[src/rtl/multicycle_ctrl_if.sv]
// Control bundle between the multi-cycle RV32I controller and its datapath/memory port.
// The master side is the controller; the slave side is the datapath.
interface multicycle_ctrl_if #(
    parameter int unsigned CNT_W = 32
);
    logic [31:0]      instr;
    logic             zero;
    logic             mem_ready;
    logic             mem_req;
    logic             mem_we;
    logic             iord;
    logic             ir_we;
    logic             pc_we;
    logic             reg_we;
    logic [1:0]       alu_src_a;
    logic [1:0]       alu_src_b;
    logic [2:0]       alu_ctrl;
    logic [1:0]       result_src;
    logic [1:0]       imm_src;
    logic             trap;
    logic             retired;
    logic [CNT_W-1:0] instret;
    logic [3:0]       state_o;

    modport master (
        input  instr, zero, mem_ready,
        output mem_req, mem_we, iord, ir_we, pc_we, reg_we,
               alu_src_a, alu_src_b, alu_ctrl, result_src, imm_src,
               trap, retired, instret, state_o
    );

    modport slave (
        output instr, zero, mem_ready,
        input  mem_req, mem_we, iord, ir_we, pc_we, reg_we,
               alu_src_a, alu_src_b, alu_ctrl, result_src, imm_src,
               trap, retired, instret, state_o
    );
endinterface

[src/rtl/multicycle_ctrl.sv]
// Multi-cycle RV32I control FSM: sequences each instruction over a shared, variable-latency
// memory port, with memory-timeout and illegal-instruction traps and a retired-instruction counter.
module multicycle_ctrl #(
    parameter int unsigned TIMEOUT = 16,
    parameter int unsigned CNT_W   = 32
) (
    input  logic               clk,
    input  logic               rst,
    multicycle_ctrl_if.master  bus
);

    typedef enum logic [3:0] {
        S_FETCH    = 4'd0,
        S_DECODE   = 4'd1,
        S_MEMADR   = 4'd2,
        S_MEMREAD  = 4'd3,
        S_MEMWB    = 4'd4,
        S_MEMWRITE = 4'd5,
        S_EXECR    = 4'd6,
        S_EXECI    = 4'd7,
        S_ALUWB    = 4'd8,
        S_BRANCH   = 4'd9,
        S_JAL      = 4'd10,
        S_TRAP     = 4'd11
    } state_e;

    typedef struct packed {
        logic       mem_req;
        logic       mem_we;
        logic       iord;
        logic       ir_we;
        logic       pc_we;
        logic       reg_we;
        logic       retired;
        logic       trap;
        logic [1:0] alu_src_a;
        logic [1:0] alu_src_b;
        logic [2:0] alu_ctrl;
        logic [1:0] result_src;
        logic [1:0] imm_src;
    } ctl_t;

    localparam logic [6:0] OP_LOAD   = 7'b0000011;
    localparam logic [6:0] OP_STORE  = 7'b0100011;
    localparam logic [6:0] OP_RTYPE  = 7'b0110011;
    localparam logic [6:0] OP_ITYPE  = 7'b0010011;
    localparam logic [6:0] OP_BRANCH = 7'b1100011;
    localparam logic [6:0] OP_JAL    = 7'b1101111;

    localparam int unsigned     WAIT_W   = (TIMEOUT > 1) ? $clog2(TIMEOUT) : 1;
    localparam logic [WAIT_W-1:0] WAIT_LIM = WAIT_W'(TIMEOUT - 1);

    state_e             state_q, state_d;
    logic [WAIT_W-1:0]  wait_q, wait_d;
    logic [CNT_W-1:0]   instret_q, instret_d;
    ctl_t               ctl;
    logic [6:0]         opcode;
    logic [2:0]         funct3;
    logic               in_mem;
    logic               timed_out;
    logic               unused_instr;

    assign opcode       = bus.instr[6:0];
    assign funct3       = bus.instr[14:12];
    assign unused_instr = ^{bus.instr[31], bus.instr[29:15], bus.instr[11:7]};
    assign in_mem       = state_q inside {S_FETCH, S_MEMREAD, S_MEMWRITE};
    // The access that completes on the limit cycle wins over the timeout.
    assign timed_out    = (TIMEOUT != 0) && in_mem && !bus.mem_ready && (wait_q == WAIT_LIM);

    always_comb begin
        // NOTE: every signal written here gets a default first so no path can infer a latch.
        state_d = state_q;
        ctl     = '0;
        unique case (state_q)
            S_FETCH: begin
                ctl.mem_req    = 1'b1;
                ctl.alu_src_b  = 2'b10;
                ctl.result_src = 2'b10;
                if (bus.mem_ready) begin
                    ctl.ir_we = 1'b1;
                    ctl.pc_we = 1'b1;
                    state_d   = S_DECODE;
                end
            end
            S_DECODE: begin
                ctl.alu_src_a = 2'b01;
                ctl.alu_src_b = 2'b01;
                ctl.imm_src   = (opcode == OP_JAL) ? 2'b11 : 2'b10;
                case (opcode)
                    OP_LOAD, OP_STORE: state_d = S_MEMADR;
                    OP_RTYPE:          state_d = S_EXECR;
                    OP_ITYPE:          state_d = S_EXECI;
                    OP_BRANCH:         state_d = S_BRANCH;
                    OP_JAL:            state_d = S_JAL;
                    default:           state_d = S_TRAP;
                endcase
            end
            S_MEMADR: begin
                ctl.alu_src_a = 2'b10;
                ctl.alu_src_b = 2'b01;
                if (opcode == OP_STORE) begin
                    ctl.imm_src = 2'b01;
                    state_d     = S_MEMWRITE;
                end else begin
                    state_d     = S_MEMREAD;
                end
            end
            S_MEMREAD: begin
                ctl.mem_req = 1'b1;
                ctl.iord    = 1'b1;
                if (bus.mem_ready) state_d = S_MEMWB;
            end
            S_MEMWB: begin
                ctl.reg_we     = 1'b1;
                ctl.result_src = 2'b01;
                ctl.retired    = 1'b1;
                state_d        = S_FETCH;
            end
            S_MEMWRITE: begin
                ctl.mem_req = 1'b1;
                ctl.mem_we  = 1'b1;
                ctl.iord    = 1'b1;
                if (bus.mem_ready) begin
                    ctl.retired = 1'b1;
                    state_d     = S_FETCH;
                end
            end
            S_EXECR, S_EXECI: begin
                ctl.alu_src_a = 2'b10;
                ctl.alu_src_b = (state_q == S_EXECI) ? 2'b01 : 2'b00;
                state_d       = S_ALUWB;
                case (funct3)
                    3'b000:  ctl.alu_ctrl = (state_q == S_EXECR && bus.instr[30]) ? 3'b001 : 3'b000;
                    3'b111:  ctl.alu_ctrl = 3'b010;
                    3'b110:  ctl.alu_ctrl = 3'b011;
                    3'b010:  ctl.alu_ctrl = 3'b101;
                    default: state_d      = S_TRAP;
                endcase
            end
            S_ALUWB: begin
                ctl.reg_we  = 1'b1;
                ctl.retired = 1'b1;
                state_d     = S_FETCH;
            end
            S_BRANCH: begin
                ctl.alu_src_a = 2'b10;
                ctl.alu_ctrl  = 3'b001;
                if (funct3[2:1] != 2'b00) begin
                    state_d = S_TRAP;
                end else begin
                    ctl.pc_we   = bus.zero ^ funct3[0];
                    ctl.retired = 1'b1;
                    state_d     = S_FETCH;
                end
            end
            S_JAL: begin
                ctl.pc_we     = 1'b1;
                ctl.alu_src_a = 2'b01;
                ctl.alu_src_b = 2'b10;
                state_d       = S_ALUWB;
            end
            S_TRAP:  ctl.trap = 1'b1;
            default: state_d  = S_TRAP;
        endcase

        if (timed_out) state_d = S_TRAP;

        // Wait counter restarts whenever a state is entered and counts only stalled memory cycles.
        if (state_d != state_q)            wait_d = '0;
        else if (in_mem && !bus.mem_ready) wait_d = wait_q + WAIT_W'(1);
        else                               wait_d = wait_q;

        instret_d = instret_q + CNT_W'(ctl.retired);
    end

    always_ff @(posedge clk or negedge rst) begin
        if (!rst) begin
            state_q   <= S_FETCH;
            wait_q    <= '0;
            instret_q <= '0;
        end else begin
            // NOTE: non-blocking assignments so every flop samples pre-edge values together.
            state_q   <= state_d;
            wait_q    <= wait_d;
            instret_q <= instret_d;
        end
    end

    // Reset gates the outputs combinationally so an in-flight access drops immediately.
    ctl_t ctl_o;
    assign ctl_o          = rst ? ctl : '0;
    assign bus.mem_req    = ctl_o.mem_req;
    assign bus.mem_we     = ctl_o.mem_we;
    assign bus.iord       = ctl_o.iord;
    assign bus.ir_we      = ctl_o.ir_we;
    assign bus.pc_we      = ctl_o.pc_we;
    assign bus.reg_we     = ctl_o.reg_we;
    assign bus.retired    = ctl_o.retired;
    assign bus.trap       = ctl_o.trap;
    assign bus.alu_src_a  = ctl_o.alu_src_a;
    assign bus.alu_src_b  = ctl_o.alu_src_b;
    assign bus.alu_ctrl   = ctl_o.alu_ctrl;
    assign bus.result_src = ctl_o.result_src;
    assign bus.imm_src    = ctl_o.imm_src;
    assign bus.instret    = rst ? instret_q : '0;
    assign bus.state_o    = rst ? state_q : S_FETCH;

endmodule
[src/flat_wrapper.sv]
// flat-port wrapper written by rule: the top's interface ports become plain ports
module multicycle_ctrl_flat 
#(
    parameter int unsigned TIMEOUT = 16,
    parameter int unsigned CNT_W   = 32
)
  (clk, rst, bus_instr, bus_zero, bus_mem_ready, bus_mem_req, bus_mem_we, bus_iord, bus_ir_we, bus_pc_we, bus_reg_we, bus_alu_src_a, bus_alu_src_b, bus_alu_ctrl, bus_result_src, bus_imm_src, bus_trap, bus_retired, bus_instret, bus_state_o);
  multicycle_ctrl_if #(.CNT_W(CNT_W)) bus_i ();
  input  logic clk;
  input  logic rst;
  input wire logic [$bits(bus_i.instr)-1:0] bus_instr;
  input wire logic [$bits(bus_i.zero)-1:0] bus_zero;
  input wire logic [$bits(bus_i.mem_ready)-1:0] bus_mem_ready;
  output wire logic [$bits(bus_i.mem_req)-1:0] bus_mem_req;
  output wire logic [$bits(bus_i.mem_we)-1:0] bus_mem_we;
  output wire logic [$bits(bus_i.iord)-1:0] bus_iord;
  output wire logic [$bits(bus_i.ir_we)-1:0] bus_ir_we;
  output wire logic [$bits(bus_i.pc_we)-1:0] bus_pc_we;
  output wire logic [$bits(bus_i.reg_we)-1:0] bus_reg_we;
  output wire logic [$bits(bus_i.alu_src_a)-1:0] bus_alu_src_a;
  output wire logic [$bits(bus_i.alu_src_b)-1:0] bus_alu_src_b;
  output wire logic [$bits(bus_i.alu_ctrl)-1:0] bus_alu_ctrl;
  output wire logic [$bits(bus_i.result_src)-1:0] bus_result_src;
  output wire logic [$bits(bus_i.imm_src)-1:0] bus_imm_src;
  output wire logic [$bits(bus_i.trap)-1:0] bus_trap;
  output wire logic [$bits(bus_i.retired)-1:0] bus_retired;
  output wire logic [$bits(bus_i.instret)-1:0] bus_instret;
  output wire logic [$bits(bus_i.state_o)-1:0] bus_state_o;
  assign bus_i.instr = bus_instr;
  assign bus_i.zero = bus_zero;
  assign bus_i.mem_ready = bus_mem_ready;
  assign bus_mem_req = bus_i.mem_req;
  assign bus_mem_we = bus_i.mem_we;
  assign bus_iord = bus_i.iord;
  assign bus_ir_we = bus_i.ir_we;
  assign bus_pc_we = bus_i.pc_we;
  assign bus_reg_we = bus_i.reg_we;
  assign bus_alu_src_a = bus_i.alu_src_a;
  assign bus_alu_src_b = bus_i.alu_src_b;
  assign bus_alu_ctrl = bus_i.alu_ctrl;
  assign bus_result_src = bus_i.result_src;
  assign bus_imm_src = bus_i.imm_src;
  assign bus_trap = bus_i.trap;
  assign bus_retired = bus_i.retired;
  assign bus_instret = bus_i.instret;
  assign bus_state_o = bus_i.state_o;
  multicycle_ctrl #(.TIMEOUT(TIMEOUT), .CNT_W(CNT_W)) u_core (.clk(clk), .rst(rst), .bus(bus_i));
endmodule
[config.mk]
export PLATFORM = sky130hd
export DESIGN_NAME = multicycle_ctrl_flat
export DESIGN_NICKNAME = d
export VERILOG_FILES = /design/src/rtl/multicycle_ctrl_if.sv /design/src/rtl/multicycle_ctrl.sv /design/src/flat_wrapper.sv
export SDC_FILE = /design/constraint.sdc
export NUM_CORES = 1
export LEC_CHECK = 0
export CAP_MARGIN = 10
export CORE_MARGIN = 2
export CORE_UTILIZATION = 50
export DETAILED_ROUTE_END_ITERATION = 10
export PLACE_DENSITY = 0.95
export REMOVE_ABC_BUFFERS = 1
export SYNTH_ARGS = -nofsm -noshare
export SYNTH_HDL_FRONTEND = slang
export SYNTH_SLANG_ARGS = --single-unit
export TNS_END_PERCENT = 20
[constraint.sdc]
create_clock -name clk -period 5.35 [get_ports clk]
set_input_delay 0.535 -clock clk [delete_from_list [all_inputs] [get_ports clk]]
set_output_delay 0.535 -clock clk [all_outputs]
set_load 0.02 [all_outputs]
# ---- After elaboration in Yosys (flattened, before gate mapping)
# Cells that the tools add are included.
dict set report totals {
  regBits 40
  output_inout_bits 55
  word_cells 83
}
dict set report classes {
  n_addsub 2
  eq_ne 22
  n_mux 36
  bitwise_logic 1
  reduce_logical 19
}
# cell n
set op_table {}
lappend op_table {{case mux 4 bit (10 select lines)} 1}
lappend op_table {{adder 32 x 1 -> 32 bit} 1}
lappend op_table {{2-to-1 mux 32 bit} 1}
lappend op_table {{2-to-1 mux 4 bit} 8}
lappend op_table {{equality test 4 bit (second input constant)} 5}
lappend op_table {{case mux 4 bit (5 select lines)} 1}
lappend op_table {{2-to-1 mux 19 bit} 1}
lappend op_table {{equality test 4 x 3 -> 1 bit (second input constant)} 4}
lappend op_table {{equality test 7 x 6 -> 1 bit (second input constant)} 2}
lappend op_table {{equality test 7 bit (second input constant)} 2}
lappend op_table {{OR reduction 2 bit} 7}
lappend op_table {{2-to-1 mux 1 bit} 13}
lappend op_table {{case mux 2 bit (2 select lines)} 3}
lappend op_table {{case mux 3 bit (4 select lines)} 1}
lappend op_table {{equality test 4 x 2 -> 1 bit (second input constant)} 2}
lappend op_table {{OR reduction 4 bit} 2}
lappend op_table {{equality test 7 x 2 -> 1 bit (second input constant)} 1}
lappend op_table {{equality test 7 x 5 -> 1 bit (second input constant)} 1}
lappend op_table {{equality test 3 bit (second input constant)} 2}
lappend op_table {{case mux 1 bit (3 select lines)} 2}
lappend op_table {{case mux 2 bit (3 select lines)} 1}
lappend op_table {{case mux 3 bit (2 select lines)} 1}
lappend op_table {{adder 4 x 1 -> 4 bit (second input constant)} 1}
lappend op_table {{equality test 4 x 1 -> 1 bit (second input constant)} 1}
lappend op_table {{12 further kinds} 16}

# ---- Longest topological paths before layout
# Gate-level depths: netlist of run 1.
dict set report logic_depth {
  ltp_word 7
  ltp_mapped 13
}

# ---- Least setup slack after synthesis of run 1
# OpenSTA, ideal clock, no wires.
dict set report synth_timing {
  path_type {register to register}
  startpoint {reg u_core.state_q[1]}
  endpoint {reg u_core.instret_q[27]}
  setup_ns 0.079
  t_arrival_ns 2.824
  required_time_ns 5.271
  slack_ns 2.447
  stages_incl_launch_ff 13
  period_less_slack_ns 2.903
  cell_sequence {dfrtp_1 clkbuf_1 buf_1 buf_1 a221oi_1 ha_1 nand4_1 nor2_1 and3_1 buf_6 or4b_4 nor2_2 xor2_1}
}
dict set report synth_between {
  elab_chain_len 4
  elab_cells_between_ends 7
  cone_classes {1 x add/sub; 4 x eq/ne; 1 x mux; 1 x reduce/logical}
}
# item line_no
set synth_rtl {}
lappend synth_rtl {{start: declaration} multicycle_ctrl.sv:53} ;# state_e state_q, state_d;
lappend synth_rtl {{start signal: assignment} multicycle_ctrl.sv:183} ;# state_q <= state_d;
lappend synth_rtl {{equality test 4 x 3 -> 1 bit / equality test 4 bit (equally long branches)} multicycle_ctrl.sv:74} ;# unique case (state_q)
lappend synth_rtl {{OR reduction 2 bit (no source line)} --}
lappend synth_rtl {{case mux 1 bit (3 select lines) *} multicycle_ctrl.sv:74}
lappend synth_rtl {{adder 32 x 1 -> 32 bit *} multicycle_ctrl.sv:173} ;# instret_d = instret_q + CNT_W'(ctl.retired);
lappend synth_rtl {{named net u_core.instret_d[27]} multicycle_ctrl.sv:55} ;# logic [CNT_W-1:0] instret_q, instret_d;
lappend synth_rtl {{end signal: assignment} multicycle_ctrl.sv:185} ;# instret_q <= instret_d;
lappend synth_rtl {{end: declaration} multicycle_ctrl.sv:55}
# Mark *: on every way through the listed nets, which the timed path passes. The rest lies on a longest branch.
# A chain may end at the register's enable or synchronous reset.

# ---- Final worst setup path of run 1
dict set report layout_timing {
  startpoint {in bus_instr[14]}
  endpoint {reg u_core.instret_q[26]}
}
dict set report layout_between {
  elab_chain_len 4
}
# item line_no
set layout_rtl {}
lappend layout_rtl {{start: declaration} flat_wrapper.sv:11} ;# input wire logic [$bits(bus_i.instr)-1:0] bus_instr;
lappend layout_rtl {{nonzero test 2 bit} multicycle_ctrl.sv:148} ;# if (funct3[2:1] != 2'b00) begin
lappend layout_rtl {{2-to-1 mux 1 bit} multicycle_ctrl.sv:148}
lappend layout_rtl {{case mux 1 bit (3 select lines)} multicycle_ctrl.sv:74}
lappend layout_rtl {{adder 32 x 1 -> 32 bit} multicycle_ctrl.sv:173}
lappend layout_rtl {{named net u_core.instret_d[26]} multicycle_ctrl.sv:55}
# The timed path passes the listed nets, and every way through them passes these cells.

==> results.ini, run 1 <==
[worst_setup_path]
cp_cell_sequence=clkdlybuf4s50_1, o21ai_0, o21ai_0, a221oi_1, ha_1, ha_1, nand3_1, nor2_1, nand3_1, nor3_1, nand2_1, xnor2_1
reg2regPathDepth=10
cp_slowest_cell=clkdlybuf4s50_1
r2r-start=u_core.state_q[2]$_DFF_PN0_
critical_path.endpoint=u_core.instret_q[26]$_DFF_PN0_
r2r_end=u_core.instret_q[26]$_DFF_PN0_
crit_path_end_kind=flip-flop
critPathArrivalTime_ns=3.69
path_max_fanout=8
worstPathRequired_ns=5.54
cp_slowest_stage_delay_ns=0.52
startpoint=bus_instr[14]
rrSetupSlack_ns=1.90
cp-start-kind=input pin
worstSetupPathType=in -> reg

[route]
wirelength_um=6080
first_pass_iters=4
vias=2376
drc=0
wire_per_inst_um=13.9
viasPerCell=5.44
first_iter_violations=100
ant_nets=0

[logic_synthesis]
yosysWarnings=0
synth_ff_type=dfrtp_1
synth_cells=304
synth_area_leaders=dfrtp_1 (38%), and2_1 (9.4%), xnor2_1 (7.6%)
synth_top_area_share_pct=37.6
yosys-mux-area-fraction_pct=1.13
synth_cell_types=50
synth_top_family_by_area=simple AND/OR/NAND/NOR gates
synthTopCellsByCount=and2_1 (40), dfrtp_1 (40), nand2_1 (24), nor2_1 (24), xnor2_1 (23)
synth_area_mm2=0.00266
async_flop_share_pct=100
synth_fa_ha_area_share_pct=1.41
synth_compound_area_share_pct=7.29
synth-seq-cells=40
synth_edf_count=0
post_synth_and_or_nand_nor_area_fraction_pct=36.7
synth_xor_area_share_pct=12.5
avgSynthCellArea_um2=8.75
yosysSeqAreaShare_pct=37.6
yosys.area.top_type=dfrtp_1

[sta]
period_needed_ns=3.51
final-max-slew-violation-count=0
relSlewSlack_pct=53.3
finClkSkew_ns=0.00719
fmax_mhz=285
setup_viol=0
hold_violations=0
hold-worst-slack_ns=0.280
period_share_pct=65.5
worstMarginPinSlew_ns=0.701
tns_ns=0
grt_setup_unrepaired=no

[grt]
grt_usage_pct=20.8
grt-ovfl-total=0
antenna_found_initial=0
grt_max_degree=49
grt_first_pass_wirelength_um=10100
first_global_vias=2253

[cts]
cts.sinks=40
clk_pin_slew_worst_paths_ns=0.08
insertion_delay_ns=0.30
cts_buffer_depth=2
cts_tree=yes
cts-root-buf=clkbuf_8
post_cts_buffers=0
htreeDepth=2
hold_buffers=0
numCtsBuffers=5
cts-resized-gates=0

[finish]
antenna_cells=0
final_cells=437
drive_above_1_share_pct=6.54
syn_to_final_growth_pct=31.0
finalNetCount=405
fillCellCount=405

[pwr]
vdd_drop_max_v=0.000113
p_per_area_mw_per_mm2=167
leakage_nw=1.42
finalPower_mw=0.580

[floorplanning]
die_h_um=76.9
dieWidth_um=76.9
initial_core_util_pct=52.1
num_io_pins=91
die_area_mm2=0.00592
core_area_mm2=0.00511
fp-row-count=26

[place]
port_buffers=69
dp.cells=429
place_hpwl_um=4320
finalWeightedCongestion=0.825

[status]
status=finished clean

[flow_run]
drv_cap=0

[worst_hold_path]
hold_path_class=in -> async

state kept, by name, summed over array words and instances, names as in the netlist:
name / flops
u_core.instret_q: 32
u_core.state_q: 4
u_core.wait_q: 4
stage by stage:
step	area (µm²)	util, %	setup WS (ns)
floorplan	2590	-	2.58
global placement	3370	66.1	1.69
detailed placement	3370	66.1	1.61
CTS	3480	68.2	1.86
global route	3480	68.2	1.54
finish	3480	68.2	1.84
kinds of logic (layout without fill, tap and decap cells):
group / after synthesis / after routing
simple gates: 170 / 170
fa+ha+maj: 3 / 3
compound gates: 30 / 30
xor+xnor: 38 / 38
mux: 3 / 3
buf+inv: 20 / 83
flops: 40 / 40
per-layer routing:
layer | GRT usage [%] | vias up | share of wire, % | wire (µm)
li1 | - | 1160 | - | -
met1 | 24.1 | 1129 | 41 | 2480
met2 | 38.4 | 78 | 53 | 3190
met3 | 3.06 | 9 | 4.9 | 299
met4 | 7.82 | 0 | 1.7 | 102
met5 | 0 | - | 0 | 0
critical path, delay by kind of cell:
kind | cells | cell delay, ns
AND/OR/NAND/NOR | 5 | 1.24
adder cells (fa/ha/maj) | 2 | 0.50
XOR/XNOR | 1 | 0.14
AO/OA/AOI/OAI | 3 | 0.75
buffers and inverters | 1 | 0.52
how the worst min path moves through the flow:
stage	slack, ns	from	cells past startpoint	to
CTS	0.29	rst	1	u_core.instret_q[8]$_DFF_PN0_
finish	0.28	rst	1	u_core.instret_q[6]$_DFF_PN0_
detailed placement	0.47	u_core.instret_q[31]$_DFF_PN0_	1	u_core.instret_q[31]$_DFF_PN0_
global placement	0.45	u_core.instret_q[31]$_DFF_PN0_	1	u_core.instret_q[31]$_DFF_PN0_
global route	0.32	rst	1	u_core.instret_q[8]$_DFF_PN0_
floorplan	0.24	rst	0	u_core.instret_q[0]$_DFF_PN0_
where the power goes:
part / switching [mW] / leakage [nW] / internal [mW] / total [mW]
combinational: 0.0214 / 0.827 / 0.0161 / 0.0375
sequential: 0 / 0.538 / 0.302 / 0.302
clock: 0.102 / 0.0552 / 0.138 / 0.241
layout make-up:
type                            count  area, µm²  share of cell area (%)
Timing Repair Buffer               71        701                    20.1
Tap cell                           70       87.6                    2.52
Multi-Input combinational cell    244       1570                    45.1
Clock inverter                      2       35.0                    1.01
Sequential cell                    40       1000                    28.7
Inverter                            4       15.0                   0.431
Clock buffer                        6       72.6                    2.08
cells in the final DEF (no fill, tap or decap), types with 4 or more instances in the layout:
| cell type | synthesis | final |
|---|---|---|
| a211oi_1 | 4 | 4 |
| a21oi_1 | 8 | 8 |
| and2_1 | 40 | 40 |
| clkbuf_8 | 0 | 5 |
| clkdlybuf4s50_1 | 0 | 68 |
| dfrtp_1 | 40 | 40 |
| inv_1 | 4 | 4 |
| nand2_1 | 24 | 24 |
| nand2b_1 | 7 | 7 |
| nand3_1 | 18 | 18 |
| nand3b_1 | 4 | 4 |
| nand4_1 | 6 | 6 |
| nor2_1 | 24 | 24 |
| nor3_1 | 14 | 14 |
| o21ai_0 | 8 | 8 |
| or3_1 | 6 | 6 |
| xnor2_1 | 23 | 23 |
| xor2_1 | 15 | 15 |
Note: power is estimated with default switching activity, not from simulation.
==> run 2: changes to the inputs <==
--- a/config.mk
+++ b/config.mk
@@ -7,9 +7,9 @@
 export LEC_CHECK = 0
 export CAP_MARGIN = 10
 export CORE_MARGIN = 2
-export CORE_UTILIZATION = 50
+export CORE_UTILIZATION = 42
 export DETAILED_ROUTE_END_ITERATION = 10
-export PLACE_DENSITY = 0.95
+export PLACE_DENSITY = 0.88
 export REMOVE_ABC_BUFFERS = 1
 export SYNTH_ARGS = -nofsm -noshare
 export SYNTH_HDL_FRONTEND = slang
==> constraint.sdc (replaced) <==
create_clock -name clk -period 3.1 [get_ports clk]
set_input_delay 0.31 -clock clk [delete_from_list [all_inputs] [get_ports clk]]
set_output_delay 0.31 -clock clk [all_outputs]
set_load 0.02 [all_outputs]
==> results.ini, run 2 (synthesis gave the netlist of run 1 again) <==
[status]
status=finished clean

[grt]
top_usage_layer=met2
first_global_vias=2216  ; -1.6%
use_met1_pct=21.4  ; -2.6 points
use_met2_pct=30.1  ; -8.3 points
met3_usage_pct=3.26  ; +0.21 points
antenna_found_initial=0  ; unchanged
grt_first_pass_wirelength_um=10000  ; -0.88%
grt-ovfl-total=0  ; unchanged
grt_max_degree=47  ; -4.1%
grt_usage_pct=17.0  ; -3.7 points

[floorplanning]
initial_core_util_pct=44.1  ; -7.9 points
die_area_mm2=0.00698  ; +18%
die_h_um=83.6  ; +8.6%
core_area_mm2=0.00603  ; +18%
num_io_pins=91  ; unchanged
dieWidth_um=83.6  ; +8.6%
fp-row-count=28  ; +7.7%

[finish]
finalNetCount=419  ; +3.5%
seqCellArea_mm2=0.00100  ; +0.12%
drive_above_1_share_pct=9.97  ; +3.4 points
largest-register=u_core.instret_q
fillCellCount=519  ; +28%
layout_common_cells=clkdlybuf4s50_1 (68), and2_1 (40), dfrtp_1 (39)
largest_reg_flops=32  ; unchanged
fin_util_pct=59.7  ; -8.5 points
reg.largest.list=u_core.instret_q x32, u_core.state_q x4, u_core.wait_q x4
layout_commonest_cell=clkdlybuf4s50_1
antenna_cells=0  ; unchanged
multiInputGateArea_mm2=0.00157  ; unchanged
syn_to_final_growth_pct=35.3
stdcell_area_mm2=0.00360  ; +3.3%

[worst_setup_path]
cp_slowest_cell=or4b_4
crit_path_end_kind=flip-flop
worstSetupPathType=reg -> reg
r2r_end=u_core.instret_q[31]$_DFF_PN0_
cp-start-kind=flip-flop
r2r-start=u_core.state_q[3]$_DFF_PN0_
cp_cell_sequence=nand2b_1, a221oi_1, ha_1, nand4_1, nor2_1, and3_1, or4b_4, nor2_2, xor2_1
worstPathRequired_ns=3.29  ; -2.25 ns
path_delay_family=simple AND/OR/NAND/NOR gates
rrSetupSlack_ns=0.22  ; -1.68 ns
reg2regPathDepth=9  ; -1
cp_slowest_stage_delay_ns=0.52  ; about the same
critPathArrivalTime_ns=3.07  ; -0.62 ns
path_max_fanout=14  ; +6
crit_buf_inv=0  ; -1

[place]
port_buffers=69  ; unchanged
place_hpwl_um=4480  ; +3.6%
finalWeightedCongestion=0.858  ; +3.9%
place_area_mm2=0.00348  ; +3.1%
dp_slack_ns=0.0669  ; -1.54 ns

[sta]
final-max-slew-violation-count=0  ; unchanged
period_share_pct=92.8
worst_slack_ns=0.223  ; -1.62 ns
relSlewSlack_pct=71.6  ; +18 points
hold_violations=0  ; unchanged
tns_ns=0  ; unchanged
setup_viol=0  ; unchanged
grt_setup_unrepaired=no
worstMarginPinSlew_ns=0.423  ; -0.278 ns
fmax_mhz=348
period_needed_ns=2.88
finClkSkew_ns=0.00512  ; -0.00207 ns

[route]
drc=0  ; unchanged
first_iter_violations=84  ; -16%
ant_nets=0  ; unchanged
first_pass_iters=4  ; unchanged
viasPerCell=5.24  ; -3.6%
vias=2389  ; +0.55%
wire_per_inst_um=12.9  ; -7.0%
wirelength_um=5890  ; -3.0%

[cts]
cts-root-buf=clkbuf_8
insertion_delay_ns=0.28  ; -0.02 ns
htreeDepth=2  ; unchanged
clk_pin_slew_worst_paths_ns=0.07  ; about the same
cts_tree=yes
numCtsBuffers=5  ; unchanged
cts.sinks=40  ; unchanged
post_cts_buffers=0  ; unchanged
cts_buffer_depth=2  ; unchanged

[pwr]
finalPower_mw=1.00  ; +72%
leakage_nw=1.49  ; +4.7%
p_per_area_mw_per_mm2=278  ; +67%
vdd_drop_max_v=0.000289  ; +160%

[flow_run]
drv_cap=0  ; unchanged

[worst_hold_path]
hold_path_class=in -> async

## run 2: layer usage
metal  share of wire (%)  wire (µm)  vias to the layer above
met5                   0          0                        -
met2                  51       3000                       64
met1                  44       2580                     1127
met4                 1.2         68                        0
met3                 4.1        242                        8
li1                    -          -                     1190
## run 2: layout make-up
| cell class | instances | area share, % |
|---|---|---|
| multi-input cells | 244 | 43.7 |
| flip-flops and latches | 40 | 27.9 |
| repair buffers | 85 | 22.5 |
| clock buffers | 6 | 2.02 |
| inverters | 4 | 0.417 |
| well taps | 75 | 2.61 |
| clock inverters | 2 | 0.974 |
## run 2: power by group
group	internal, mW	total, mW	switching, mW
logic	0.0327	0.0697	0.0370
clock network	0.239	0.410	0.171
registers	0.521	0.521	0
total	0.793	1.00	0.208
## run 2: worst max path at each step
stage	startpoint	end	depth (start not counted)
2_1_floorplan	u_core.state_q[2]$_DFF_PN0_	u_core.instret_q[27]$_DFF_PN0_	9
3_3_place_gp	bus_instr[14]	u_core.instret_q[30]$_DFF_PN0_	12
3_5_place_dp	bus_instr[14]	u_core.instret_q[31]$_DFF_PN0_	11
4_1_cts	u_core.state_q[3]$_DFF_PN0_	u_core.instret_q[31]$_DFF_PN0_	9
5_1_grt	u_core.state_q[3]$_DFF_PN0_	u_core.instret_q[31]$_DFF_PN0_	9
6_report	u_core.state_q[3]$_DFF_PN0_	u_core.instret_q[31]$_DFF_PN0_	9
## run 2: what timing repair did
item | 4_1_cts | 5_1_grt
hold buffers | 1 | 0
hold endpoints to repair | 8 | 0
setup endpoints to repair | 0 | 6
resized for setup | 0 | 1
## run 2: through the flow
stage               std cells  hold slack (ns)
finish                    456            0.456
global route              456            0.470
CTS                       456            0.455
detailed placement        447            0.227
global placement          447            0.223
floorplan                 288           0.0144
==> run 3: changes to the inputs <==
--- a/config.mk
+++ b/config.mk
@@ -11,6 +11,7 @@
 export DETAILED_ROUTE_END_ITERATION = 10
 export PLACE_DENSITY = 0.88
 export REMOVE_ABC_BUFFERS = 1
+export SLEW_MARGIN = 20
 export SYNTH_ARGS = -nofsm -noshare
 export SYNTH_HDL_FRONTEND = slang
 export SYNTH_SLANG_ARGS = --single-unit
==> results of run 3 <==
Same layout as run 2: the final DEF is identical, and so are final timing and power.
